### src/rtl/hazard_forward_scoreboard_if.sv
// ---------------------------------------------------------------------------
// hazard_forward_scoreboard_if
// Decode-side bundle between the ID stage and the hazard/forwarding unit.
//   master : decode stage (drives flush, issue_*, src_*; reads fwd_sel/stall)
//   slave  : hazard_forward_scoreboard (reads issue/source info; drives
//            per-operand bypass selects and the decode stall)
// Signals
//   flush           squash all in-flight entries
//   issue_valid     decode slot holds a real instruction
//   issue_regwrite  decoded instruction writes a register
//   issue_is_load   decoded instruction is a load
//   issue_rd        decoded destination register
//   src_addr        source registers, operand i = [i*REG_AW +: REG_AW]
//   src_used        operand i actually read
//   fwd_sel         operand i bypass select, [i*SW +: SW]
//   stall           hold decode, bubble into stage 1
// ---------------------------------------------------------------------------
interface hazard_forward_scoreboard_if #(
  parameter int REG_AW = 5,
  parameter int DEPTH  = 3,
  parameter int NSRC   = 2
);
  localparam int SW = $clog2(DEPTH + 1);

  logic                   flush;
  logic                   issue_valid;
  logic                   issue_regwrite;
  logic                   issue_is_load;
  logic [REG_AW-1:0]      issue_rd;
  logic [NSRC*REG_AW-1:0] src_addr;
  logic [NSRC-1:0]        src_used;
  logic [NSRC*SW-1:0]     fwd_sel;
  logic                   stall;

  modport master (
    output flush, issue_valid, issue_regwrite, issue_is_load, issue_rd,
           src_addr, src_used,
    input  fwd_sel, stall
  );

  modport slave (
    input  flush, issue_valid, issue_regwrite, issue_is_load, issue_rd,
           src_addr, src_used,
    output fwd_sel, stall
  );
endinterface

### src/rtl/hazard_forward_scoreboard.sv
// ---------------------------------------------------------------------------
// hazard_forward_scoreboard
// Forwarding + load-use hazard unit beside the ID stage. A shift-register
// scoreboard records the destination of each of the DEPTH instructions past
// decode (stage 1 = EX ... stage DEPTH = WB). For each of NSRC source operands
// it selects the youngest in-flight producer's result bus, and it stalls
// decode when that producer is a load whose data is not yet available.
// Ports
//   clk           rising-edge clock
//   rst           async active-high reset, clears all entries
//   bus (slave)   decode bundle, see hazard_forward_scoreboard_if
//   stall_cycles  (only with HAZ_STALL_CNT_EN) saturating count of stall cycles
// Configuration
//   HAZ_STALL_CNT_EN  when defined, adds the stall_cycles output/counter.
// ---------------------------------------------------------------------------
module hazard_forward_scoreboard #(
  parameter int REG_AW     = 5,
  parameter int DEPTH      = 3,
  parameter int NSRC       = 2,
  parameter int LOAD_READY = 2
) (
  input  logic                        clk,
  input  logic                        rst,
  hazard_forward_scoreboard_if.slave  bus
`ifdef HAZ_STALL_CNT_EN
  ,
  output logic [31:0]                 stall_cycles
`endif
);
  localparam int SW = $clog2(DEPTH + 1);

  // Scoreboard entries, index 1 = youngest (EX) ... DEPTH = oldest (WB)
  logic [DEPTH:1]    valid_r;
  logic [DEPTH:1]    regwrite_r;
  logic [DEPTH:1]    is_load_r;
  logic [REG_AW-1:0] rd_r [1:DEPTH];

  // Per-operand lookup results
  logic [NSRC-1:0]   found_s;
  logic [NSRC-1:0]   load_s;
  logic [NSRC-1:0]   early_s;
  logic [NSRC-1:0]   hazard_s;
  logic [SW-1:0]     kmin_s [NSRC];
  logic              stall_s;

  // Advance the scoreboard; flush squashes everything, stall injects a bubble
  always_ff @(posedge clk or posedge rst) begin
    if (rst) begin
      valid_r    <= '0;
      regwrite_r <= '0;
      is_load_r  <= '0;
      for (int k = 1; k <= DEPTH; k++) begin
        rd_r[k] <= {REG_AW{1'b0}};
      end
    end else if (bus.flush) begin
      valid_r    <= '0;
      regwrite_r <= '0;
      is_load_r  <= '0;
      for (int k = 1; k <= DEPTH; k++) begin
        rd_r[k] <= {REG_AW{1'b0}};
      end
    end else begin
      valid_r[1]    <= bus.issue_valid & ~stall_s;
      regwrite_r[1] <= bus.issue_regwrite;
      is_load_r[1]  <= bus.issue_is_load;
      rd_r[1]       <= bus.issue_rd;
      for (int k = 2; k <= DEPTH; k++) begin
        valid_r[k]    <= valid_r[k-1];
        regwrite_r[k] <= regwrite_r[k-1];
        is_load_r[k]  <= is_load_r[k-1];
        rd_r[k]       <= rd_r[k-1];
      end
    end
  end

  // Find the youngest matching producer per operand; scanning oldest to
  // youngest lets the last hit (smallest k) win without a priority encoder
  always_comb begin
    found_s  = '0;
    load_s   = '0;
    early_s  = '0;
    hazard_s = '0;
    for (int i = 0; i < NSRC; i++) begin
      kmin_s[i] = {SW{1'b0}};
      for (int k = DEPTH; k >= 1; k--) begin
        logic hit;
        hit = valid_r[k] & regwrite_r[k] &
              (rd_r[k] != {REG_AW{1'b0}}) &
              (rd_r[k] == bus.src_addr[i*REG_AW +: REG_AW]);
        found_s[i] = hit ? 1'b1         : found_s[i];
        kmin_s[i]  = hit ? SW'(k)       : kmin_s[i];
        load_s[i]  = hit ? is_load_r[k] : load_s[i];
        early_s[i] = hit ? (k < LOAD_READY) : early_s[i];
      end
      // A load still short of the data-carrying stage cannot be bypassed
      hazard_s[i] = bus.src_used[i] & found_s[i] & load_s[i] & early_s[i];
    end
  end

  assign stall_s   = |hazard_s;
  assign bus.stall = stall_s;

  // Bypass selects; zero whenever decode is held so the stalled operands
  // never pick up a half-ready value
  always_comb begin
    bus.fwd_sel = '0;
    for (int i = 0; i < NSRC; i++) begin
      if (stall_s || !bus.src_used[i] || !found_s[i]) begin
        bus.fwd_sel[i*SW +: SW] = {SW{1'b0}};
      end else begin
        bus.fwd_sel[i*SW +: SW] = kmin_s[i];
      end
    end
  end

`ifdef HAZ_STALL_CNT_EN
  // Saturating stall-cycle counter; counts flush cycles that also stall
  always_ff @(posedge clk or posedge rst) begin
    if (rst) begin
      stall_cycles <= 32'h0000_0000;
    end else if (stall_s && (stall_cycles != 32'hFFFF_FFFF)) begin
      stall_cycles <= stall_cycles + 32'h0000_0001;
    end
  end
`endif

endmodule

### src/flat_wrapper.sv
// flat-port wrapper written by rule: the top's interface ports become plain ports
module hazard_forward_scoreboard_flat 
#(
  parameter int REG_AW     = 5,
  parameter int DEPTH      = 3,
  parameter int NSRC       = 2,
  parameter int LOAD_READY = 2
)
  (clk, rst, bus_flush, bus_issue_valid, bus_issue_regwrite, bus_issue_is_load, bus_issue_rd, bus_src_addr, bus_src_used, bus_fwd_sel, bus_stall);
  hazard_forward_scoreboard_if #(.REG_AW(REG_AW), .DEPTH(DEPTH), .NSRC(NSRC)) bus_i ();
  input  logic clk;
  input  logic rst;
  input wire logic [$bits(bus_i.flush)-1:0] bus_flush;
  input wire logic [$bits(bus_i.issue_valid)-1:0] bus_issue_valid;
  input wire logic [$bits(bus_i.issue_regwrite)-1:0] bus_issue_regwrite;
  input wire logic [$bits(bus_i.issue_is_load)-1:0] bus_issue_is_load;
  input wire logic [$bits(bus_i.issue_rd)-1:0] bus_issue_rd;
  input wire logic [$bits(bus_i.src_addr)-1:0] bus_src_addr;
  input wire logic [$bits(bus_i.src_used)-1:0] bus_src_used;
  output wire logic [$bits(bus_i.fwd_sel)-1:0] bus_fwd_sel;
  output wire logic [$bits(bus_i.stall)-1:0] bus_stall;
  assign bus_i.flush = bus_flush;
  assign bus_i.issue_valid = bus_issue_valid;
  assign bus_i.issue_regwrite = bus_issue_regwrite;
  assign bus_i.issue_is_load = bus_issue_is_load;
  assign bus_i.issue_rd = bus_issue_rd;
  assign bus_i.src_addr = bus_src_addr;
  assign bus_i.src_used = bus_src_used;
  assign bus_fwd_sel = bus_i.fwd_sel;
  assign bus_stall = bus_i.stall;
  hazard_forward_scoreboard #(.REG_AW(REG_AW), .DEPTH(DEPTH), .NSRC(NSRC), .LOAD_READY(LOAD_READY)) u_core (.clk(clk), .rst(rst), .bus(bus_i));
endmodule
### config.mk
export PLATFORM = sky130hd
export DESIGN_NAME = hazard_forward_scoreboard_flat
export DESIGN_NICKNAME = d
export VERILOG_FILES = /design/src/rtl/hazard_forward_scoreboard_if.sv /design/src/rtl/hazard_forward_scoreboard.sv /design/src/flat_wrapper.sv
export SDC_FILE = /design/constraint.sdc
export NUM_CORES = 1
export LEC_CHECK = 0
export ABC_AREA = 1
export ABC_CLOCK_PERIOD_IN_PS = 3050
export BUFFER_PORTS_ARGS = -buffer_cell sky130_fd_sc_hd__buf_2
export CAP_MARGIN = 20
export CORE_UTILIZATION = 60
export CTS_BUF_LIST = sky130_fd_sc_hd__clkbuf_2
export DETAILED_ROUTE_END_ITERATION = 10
export PLACE_DENSITY = 0.86
export SYNTH_ARGS = -nofsm -noshare
export SYNTH_HDL_FRONTEND = slang
export SYNTH_SLANG_ARGS = --single-unit
### constraint.sdc
create_clock -name clk -period 3.05 [get_ports clk]
set_input_delay 0 -clock clk [delete_from_list [all_inputs] [get_ports clk]]
set_output_delay 0 -clock clk [all_outputs]
set_load 0.02 [all_outputs]
Word-level counts from Yosys, hierarchy flattened
Cells that the tools add are included.
{ "totals": {"ff_bits": 24, "latchBits": 0, "ram_bits": 0, "romBits": 0, "inputBits": 23, "output_inout_bits": 5, "memories": 0} }
{ "classes": {"n_addsub": 0, "multipliers": 0, "n_div": 0, "n_lt_le_gt_ge": 0, "eq_ne": 6, "n_shift": 0, "n_mux": 26, "n_bitwise": 20, "reduce_logical": 12} }
{ "ops": {"columns": ["operator", "count"], "rows": [
  ["$eq 5x5->1", 6],
  ["$and 1x1->1", 19],
  ["$mux 2", 8],
  ["$mux 15", 1],
  ["$reduce_bool 5->1", 3],
  ["$mux 1", 14],
  ["$mux 3", 3],
  ["$logic_not 1->1", 4],
  ["$logic_or 1x1->1", 4],
  ["$reduce_or 2->1", 1],
  ["$not 1->1", 1]
]} }

Longest topological paths before layout
Gate-level depths: netlist of run 1.
{ "logic_depth": {"word_depth": 13, "depth_mapped": 10, "depth_no_buf": 10} }

Least setup slack after synthesis of run 1
No wires, ideal clock.
{ "synth_timing": {"kind": "register -> output", "startpoint": "reg u_core.rd_r[14] in the netlist's numbering", "endpoint": "out bus_fwd_sel[2]", "arrival_ns": 1.263, "path_slack_ns": 1.787, "path_stages_with_launch": 10, "cell_sequence": "dfrtp_1 > nor2_1 > nand3_2 > nand2_2 > inv_1 > nand4_1 > nand2_2 > nand2_4 > nand2_1 > nor2_1"} }
{ "synth_between": {"elab_chain_len": 11, "word_cells_on_any_way": 24} }
{ "synth_lines": {"columns": ["item", "line_no", "text"], "rows": [
  ["start: declaration", "hazard_forward_scoreboard.sv:36", "logic [REG_AW-1:0] rd_r [1:DEPTH];"],
  ["start signal: indexed assignment", "hazard_forward_scoreboard.sv:53", "rd_r[k] <= {REG_AW{1'b0}};"],
  ["start signal: indexed assignment", "hazard_forward_scoreboard.sv:60", "rd_r[k] <= {REG_AW{1'b0}};"],
  ["start signal: indexed assignment", "hazard_forward_scoreboard.sv:71", "rd_r[k] <= rd_r[k-1];"],
  ["$reduce_bool 5->1", "hazard_forward_scoreboard.sv:88", "(rd_r[k] != {REG_AW{1'b0}}) &"],
  ["$and 1x1->1", "hazard_forward_scoreboard.sv:87", "hit = valid_r[k] & regwrite_r[k] &"],
  ["$and 1x1->1", "hazard_forward_scoreboard.sv:88", null],
  ["$mux 1", "hazard_forward_scoreboard.sv:90", "found_s[i] = hit ? 1'b1 : found_s[i];"],
  ["$and 1x1->1 (3 in series)", "hazard_forward_scoreboard.sv:96", "hazard_s[i] = bus.src_used[i] & found_s[i] & load_s[i] & early_s[i];"],
  ["$reduce_or 2->1", "hazard_forward_scoreboard.sv:100", "assign stall_s = |hazard_s;"],
  ["$logic_or 1x1->1 (2 in series)", "hazard_forward_scoreboard.sv:108", "if (stall_s || !bus.src_used[i] || !found_s[i]) begin"],
  ["$mux 2 (*)", "hazard_forward_scoreboard.sv:108", null],
  ["end: declaration", "flat_wrapper.sv:20", "output wire logic [$bits(bus_i.fwd_sel)-1:0] bus_fwd_sel;"]
]} }
Every way passes the cells marked *; elsewhere a longest branch is shown, timed or not.

Worst setup path in the final report of run 1
{ "layout_timing": {"startpoint": "reg u_core.rd_r[5] in the netlist's numbering", "endpoint": "out bus_fwd_sel[2]"} }
{ "layout_between": {"elab_chain_len": 12, "word_cells_on_any_way": 27} }
{ "layout_lines": {"columns": ["item", "line_no"], "rows": [
  ["$reduce_bool 5->1", "hazard_forward_scoreboard.sv:88"],
  ["$and 1x1->1", "hazard_forward_scoreboard.sv:87"],
  ["$and 1x1->1", "hazard_forward_scoreboard.sv:88"],
  ["$mux 1 (2 in series)", "hazard_forward_scoreboard.sv:90"],
  ["$and 1x1->1 (3 in series)", "hazard_forward_scoreboard.sv:96"],
  ["$reduce_or 2->1", "hazard_forward_scoreboard.sv:100"],
  ["$logic_or 1x1->1 (2 in series)", "hazard_forward_scoreboard.sv:108"],
  ["$mux 2 (*)", "hazard_forward_scoreboard.sv:108"]
]} }
Marks and branches as above.

==> metrics.md, run 1 <==
| Metric | Value |
|---|---|
| Most common cell after layout, fill and taps aside | `nand2_1` |
| Largest net degree at the start of global routing | `23` |
| Tot GR Track Use | `29.0%` |
| Status | `finished, final reports clean` |
| First-pass GRT wire length | `5290 um` |
| FF-to-FF End | `u_core.valid_r[1]` |
| Clk slew on worst S/H paths | `0.18 ns` |
| Num CTS Buffers | `3` |
| Routed Antenna Nets | `0` |
| PostCTS Resize Cnt | `0` |
| DRT iter0 DRCs | `37` |
| DPL Wire Length | `2330 um` |
| Hold depth | `2` |
| FF+latch count, synth | `22` |
| Critical Path RT | `about 3.1 ns` |
| Core ar. | `about 2000 um2` |
| Hold Buf Count CTS | `9` |
| Reg-to-reg startpoint | `u_core.rd_r[14]` |
| Htree depth | `1` |
| DR DRC count | `0` |
| Final period util | `61.5%` |
| DR WL/cell | `12.0 um` |
| Synthesized Nets | `210` |
| Share of layout cells above drive strength 1 | `around a fifth` |
| Post-Place Worst Slack | `1.59 ns` |
| Yosys warnings | `0` |
| Max Clock Skew | `0.00301 ns` |
| Die area | `approximately 2400 um2` |
| Die Wd | `49.3 um` |
| MaxCap Viol Count | `0` |
| RSZ-0062 raised after global routing | `false` |
| FP Rows | `16` |
| Design area | `1610 um2` |
| Most frequent cells in the layout | `nand2_1, nor2_1, inv_1` |
| Max Root-Sink Buffers | `2` |
| WS Path Type | `reg2out` |
| Final-report max-slew violation count | `0` |
| DR vias | `1,258` |
| Overall power | `524 uW` |
| Number of global-route vias before repair | `between 1k and 1.5k` |
| Setup Buffers After CTS | `0` |
| Final setup TNS | `0 ns` |
| P per Cell Area | `about 330 nW/um2` |
| Clk_lat worst skew | `between 0.3 and 0.4 ns` |
| Synthesis-to-finish area growth | `20.1%` |
| Synthesized area per cell | `7.18 um2` |
| R2R cell count | `7` |
| Final WL | `3030 um` |
| Via density | `roughly 5.0` |
| CP Max Fanout | `3` |
| Nature of the critical path endpoint | `output port` |
| Final Wtd Congestion | `0.942` |
| Worst R2R Setup Slack | `between 1.5 and 2 ns` |
| CP Launch Point | `u_core.rd_r[5]` |
| Mapped Cells | `roughly 190` |
| CP Launch Type | `flip-flop` |
| Initial core utilization | `65.7%` |
| Clock root cell | `clkbuf_2` |
| Worst VDD drop | `0.354 mV` |
| Fin crit period | `1.88 ns` |
| PnR worst setup slack | `1.17 ns` |
| IO buf count | `27` |
| Post-place instance area | `1500 um2` |
| # IOs | `28` |
| Gr ovfl total | `0` |
| Final setup violation count | `0` |
| Fmax | `roughly 0.53 GHz` |
| Worst Tran Pin Value | `~0.76 ns` |
| # diodes | `0` |
| Die height | `49.3 um` |
| Synth cell types | `19` |
| Hold Vio Cnt, Final | `0` |
| Leakage power | `0.975 nW` |
| Register area share after synthesis | `roughly two fifths` |
| Drt first pass iters | `4` |
| Worst Path Arrival | `around 1.9 ns` |
| Relative slew margins | `between 40% and 50%` |
| CTS tree | `built` |
| Setup crit end | `bus_fwd_sel[2]` |
| Initial antenna violation count | `0` |
| HP Class | `in2reg` |
| Layout Nets | `between 200 and 250` |
| Clock sink count | `22` |
| Post-Syn Area | `1340 um2` |
-- worst max-delay path, cell delays in order (launching register included) --
cell      delay (ns)
dfrtp_1         0.46
inv_1           0.13
nand2_1         0.08
o21bai_1        0.16
inv_1           0.07
nand4_1         0.12
nand2_1         0.09
nand2_1         0.08
nand2_1         0.05
nor2_1          0.11
buf_2           0.19
-- final cells by class --
class	count	area [um2]
clock inverter	1	3.75
fill	151	429
inverter	39	146
timing repair buffer	36	225
clock buffer	3	15.0
multi-input combinational	124	638
tap	27	33.8
sequential	22	551
-- flip-flops by register name, indices dropped and copies added (netlist names) --
name	count
u_core.valid_r	3
u_core.rd_r	15
u_core.is_load_r	1
u_core.regwrite_r	3
-- worst min-delay path by stage --
stage,startpoint,endpoint
detailed placement,rst,u_core.rd_r[10]
finish,bus_flush,u_core.valid_r[3]
CTS,bus_flush,u_core.valid_r[3]
global placement,rst,u_core.rd_r[10]
floorplan,rst,u_core.is_load_r[1]
global route,bus_flush,u_core.rd_r[13]
-- cells by family after synthesis --
| group | share of synthesized area, % |
|---|---|
| xor+xnor | 12.4 |
| compound gates | 1.86 |
| buf+inv | 11.5 |
| flops | 41.0 |
| simple gates | 33.3 |
-- through the flow --
stage	std cells	utilization (%)	hold WS (ns)
after global placement	239	73.7	0.168
after CTS	252	79.0	0.0526
after floorplan	187	-	-0.0108
after global routing	252	79.0	0.0582
final	252	79.0	0.0495
after detailed placement	239	73.7	0.177
-- metal layers --
| metal | GRT usage (%) | vias up | routed length (um) |
|---|---|---|---|
| met1 | 34.8 | 582 | 1330 |
| met3 | 3.43 | 11 | 92 |
| met4 | 12.3 | 0 | 78 |
| met5 | 0 | - | 0 |
| li1 | - | 625 | - |
| met2 | 51.8 | 40 | 1530 |
-- Yosys cell counts, drive strengths merged --
cell / n / area [um2]
nand4: 5 / 31.3
a21boi: 1 / 7.51
xnor2: 7 / 61.3
o21bai: 1 / 7.51
nand2: 42 / 170
dfrtp: 22 / 551
clkbuf: 2 / 7.51
a21oi: 2 / 10.0
xor2: 12 / 105
nor3: 2 / 15.0
inv: 39 / 146
nand3: 14 / 80.1
nor2: 38 / 150
-- report_power, final --
part           switching (mW)  internal (mW)
Sequential             0.0125          0.303
Combinational          0.0549         0.0435
Clock                  0.0819         0.0285
No activity file was read; power rests on OpenSTA's default activity.
==> run 2, diff against run 1 <==
--- a/config.mk
+++ b/config.mk
@@ -6,13 +6,14 @@
 export NUM_CORES = 1
 export LEC_CHECK = 0
 export ABC_AREA = 1
-export ABC_CLOCK_PERIOD_IN_PS = 3050
+export ABC_CLOCK_PERIOD_IN_PS = 1520
 export BUFFER_PORTS_ARGS = -buffer_cell sky130_fd_sc_hd__buf_2
 export CAP_MARGIN = 20
-export CORE_UTILIZATION = 60
+export CORE_ASPECT_RATIO = 1.75
+export CORE_UTILIZATION = 50
 export CTS_BUF_LIST = sky130_fd_sc_hd__clkbuf_2
 export DETAILED_ROUTE_END_ITERATION = 10
-export PLACE_DENSITY = 0.86
+export PLACE_DENSITY = 0.77
 export SYNTH_ARGS = -nofsm -noshare
 export SYNTH_HDL_FRONTEND = slang
 export SYNTH_SLANG_ARGS = --single-unit
==> constraint.sdc (replaced) <==
create_clock -name clk -period 1.52 [get_ports clk]
set_input_delay 0 -clock clk [delete_from_list [all_inputs] [get_ports clk]]
set_output_delay 0 -clock clk [all_outputs]
set_load 0.02 [all_outputs]
==> run 2 against run 1 <==
Effect of this change:
- the flow now finishes with violations (negative setup slack)
- sequential cell count stayed put
- critical path depth fell by 2
- register-to-register slack got worse by 1.7 ns
- clock skew grew 0.0019 ns
- via count shrank 2.6%
- count of clock-buffer cells in the layout is the same
- worst setup slack lost 1.4 ns
- wire length decreased by 4.0%
- critical path type unchanged
==> metrics.md, run 2 (synthesized netlist as in run 1, its figures left out) <==
| Metric | Value |
|---|---|
| CP Launch Type | `flip-flop` |
| Fmax | `0.569 GHz` |
| P per Cell Area | `615 nW/um2 (+89%)` |
| DR DRC count | `0 (unchanged)` |
| Overall power | `1.05 mW (+100%)` |
| Clk slew on worst S/H paths | `0.18 ns (about the same)` |
| Share of layout cells above drive strength 1 | `25.3% (+5.8 points)` |
| Max FFs per register | `15 (unchanged)` |
| Gr ovfl total | `0 (unchanged)` |
| Final setup TNS | `-1.04 ns (-1.04 ns)` |
| Slowest-stage cell, CP | `dfrtp_1` |
| CTS tree | `built` |
| Drt first pass iters | `4 (unchanged)` |
| Clock sink count | `22 (unchanged)` |
| Final period util | `116%` |
| Final-report max-slew violation count | `0 (unchanged)` |
| CP Max Fanout | `4 (+1)` |
| Die Wd | `41.2 um (-16%)` |
| Routed Antenna Nets | `0 (unchanged)` |
| Nature of the critical path endpoint | `output port` |
| # IOs | `28 (unchanged)` |
| Most frequent cells in the layout | `nand2_1, nor2_1, inv_1` |
| Critical Path RT | `1.52 ns (-1.53 ns)` |
| RSZ-0062 raised after global routing | `true` |
| Final WL | `2910 um (-4.0%)` |
| Post-layout util | `67.5% (-12 points)` |
| Max Clock Skew | `0.00496 ns (+0.00195 ns)` |
| Number of global-route vias before repair | `1,238 (-1.7%)` |
| Die area | `2900 um2 (+20%)` |
| Die height | `70.6 um (+43%)` |
| Violated checks | `negative setup slack` |
| Clock root cell | `clkbuf_2` |
| Num CTS Buffers | `3 (unchanged)` |
| HP Class | `in2reg` |
| Initial antenna violation count | `0 (unchanged)` |
| DPL Wire Length | `2200 um (-5.6%)` |
| Post-place instance area | `1510 um2 (+0.42%)` |
| Multi-input logic area | `668 um2 (+4.7%)` |
| Post-Place Worst Slack | `0.102 ns (-1.49 ns)` |
| DR WL/cell | `11.4 um (-5.2%)` |
| Critical Path Most Common Cell | `nor2_1` |
| Max Root-Sink Buffers | `2 (unchanged)` |
| Dpl cells | `239 (unchanged)` |
| WS Path Type | `reg2out` |
| Leakage power | `1.00 nW (+2.7%)` |
| Tot GR Track Use | `23.2% (-5.8 points)` |
| DR vias | `1,225 (-2.6%)` |
| Most flops, register | `u_core.rd_r` |
| Status | `finished with violations` |
| Fin crit period | `1.76 ns` |
| Hold Vio Cnt, Final | `0 (unchanged)` |
| Clk_lat worst skew | `0.30 ns (-0.03 ns)` |
| First-pass GRT wire length | `4690 um (-11%)` |
| Worst VDD drop | `0.524 mV (+48%)` |
| Final setup violation count | `6 (+6)` |
| Fillers | `230 (+52%)` |
| CP Cell Sequence | `xor2_1 -> nor2_1 -> nand4_1 -> nand2_2 -> nand2_4 -> nand2_1 -> nor2_1 -> buf_4` |
| FF+latch area | `552 um2 (+0.23%)` |
| Layout Nets | `254 (+2.0%)` |
| Top flop regs | `u_core.rd_r (15), u_core.regwrite_r (3), u_core.valid_r (3)` |
| Relative slew margins | `75.9% (+27 points)` |
| Worst Path Arrival | `1.76 ns (-0.12 ns)` |
| PnR worst setup slack | `-0.238 ns (-1.41 ns)` |
| Worst Tran Pin Value | `0.362 ns (-0.402 ns)` |
| Synthesis-to-finish area growth | `26.7%` |
| Final non-filler cell total | `255 (+1.2%)` |
| IO buf count | `27 (unchanged)` |
| Most common cell after layout, fill and taps aside | `nand2_1` |
| Via density | `4.80 (-3.8%)` |
| Initial core utilization | `53.2% (-13 points)` |
| Final Wtd Congestion | `0.730 (-23%)` |
| Largest net degree at the start of global routing | `23 (unchanged)` |
| Crit-path max cell delay | `0.47 ns (about the same)` |
| FP Rows | `24 (+8)` |
| Core ar. | `2520 um2 (+24%)` |
| MaxCap Viol Count | `0 (unchanged)` |
| Design area | `1700 um2 (+5.5%)` |
| DRT iter0 DRCs | `9 (-76%)` |
| Htree depth | `1 (unchanged)` |
| # diodes | `0 (unchanged)` |
| Hold WS | `0.0806 ns (+0.0311 ns)` |
==> run 2: cell types whose count changed in the layout (fill, tap and decap cells not counted), moves of 2 or more <==
cell	previous run	this run
nor2_1	35	33
nand3_1	12	9
nor2_2	3	5
nand3_2	2	5
buf_2	27	23
buf_4	0	5
buf_6	0	4
==> run 2: worst paths after layout <==
path / startpoint / end / slack (ns) / cells after the start
worst min-delay path: bus_flush / u_core.rd_r[13] / 0.08 / 2
worst max-delay path: u_core.rd_r[14] / bus_fwd_sel[2] / -0.24 / 8
max in group asynchronous: rst / u_core.rd_r[10] / 1.04 / 4
worst max register to register: u_core.rd_r[14] / u_core.valid_r[1] / -0.03 / 8
min in group asynchronous: rst / u_core.rd_r[11] / 0.26 / 4
worst min register to register: u_core.regwrite_r[2] / u_core.regwrite_r[3] / 0.50 / 2
==> run 2: layout make-up <==
type	instances	share of cell area, %
clock buffers	3	0.882
well taps	26	1.91
flip-flops and latches	22	32.4
multi-input cells	124	39.3
repair buffers	41	16.9
inverters	39	8.60
==> run 2: critical path, delay by kind of cell, from the launching register on <==
kind	cells	cell delay, ns
AND/OR/NAND/NOR	6	0.67
buffers and inverters	1	0.15
flip-flops	1	0.47
XOR/XNOR	1	0.18
==> run 2: power breakdown <==
group | total, mW | switching, mW | internal, mW | leakage, nW
Clock | 0.203 | 0.149 | 0.0538 | 0.0125
Combinational | 0.212 | 0.115 | 0.0969 | 0.697
Sequential | 0.631 | 0.0230 | 0.608 | 0.292
Total | 1.05 | 0.287 | 0.759 | 1.00
==> run 2: what timing repair did <==
action | 4_1_cts | 5_1_grt
pin swaps | 8 | 5
endpoints found under the setup margin | 5 | 6
gates resized for setup | 9 | 8
endpoints found under the hold margin | 30 | 0
hold buffers | 9 | 0
buffers inserted | 3 | 1
==> run 2: routing by layer <==
layer	share of wire, %	track usage (%)	vias to the layer above
met5	0	0	-
met4	0.58	6.45	0
met3	2.0	1.88	2
met2	60	45.3	24
met1	37	22.6	563
li1	-	-	636
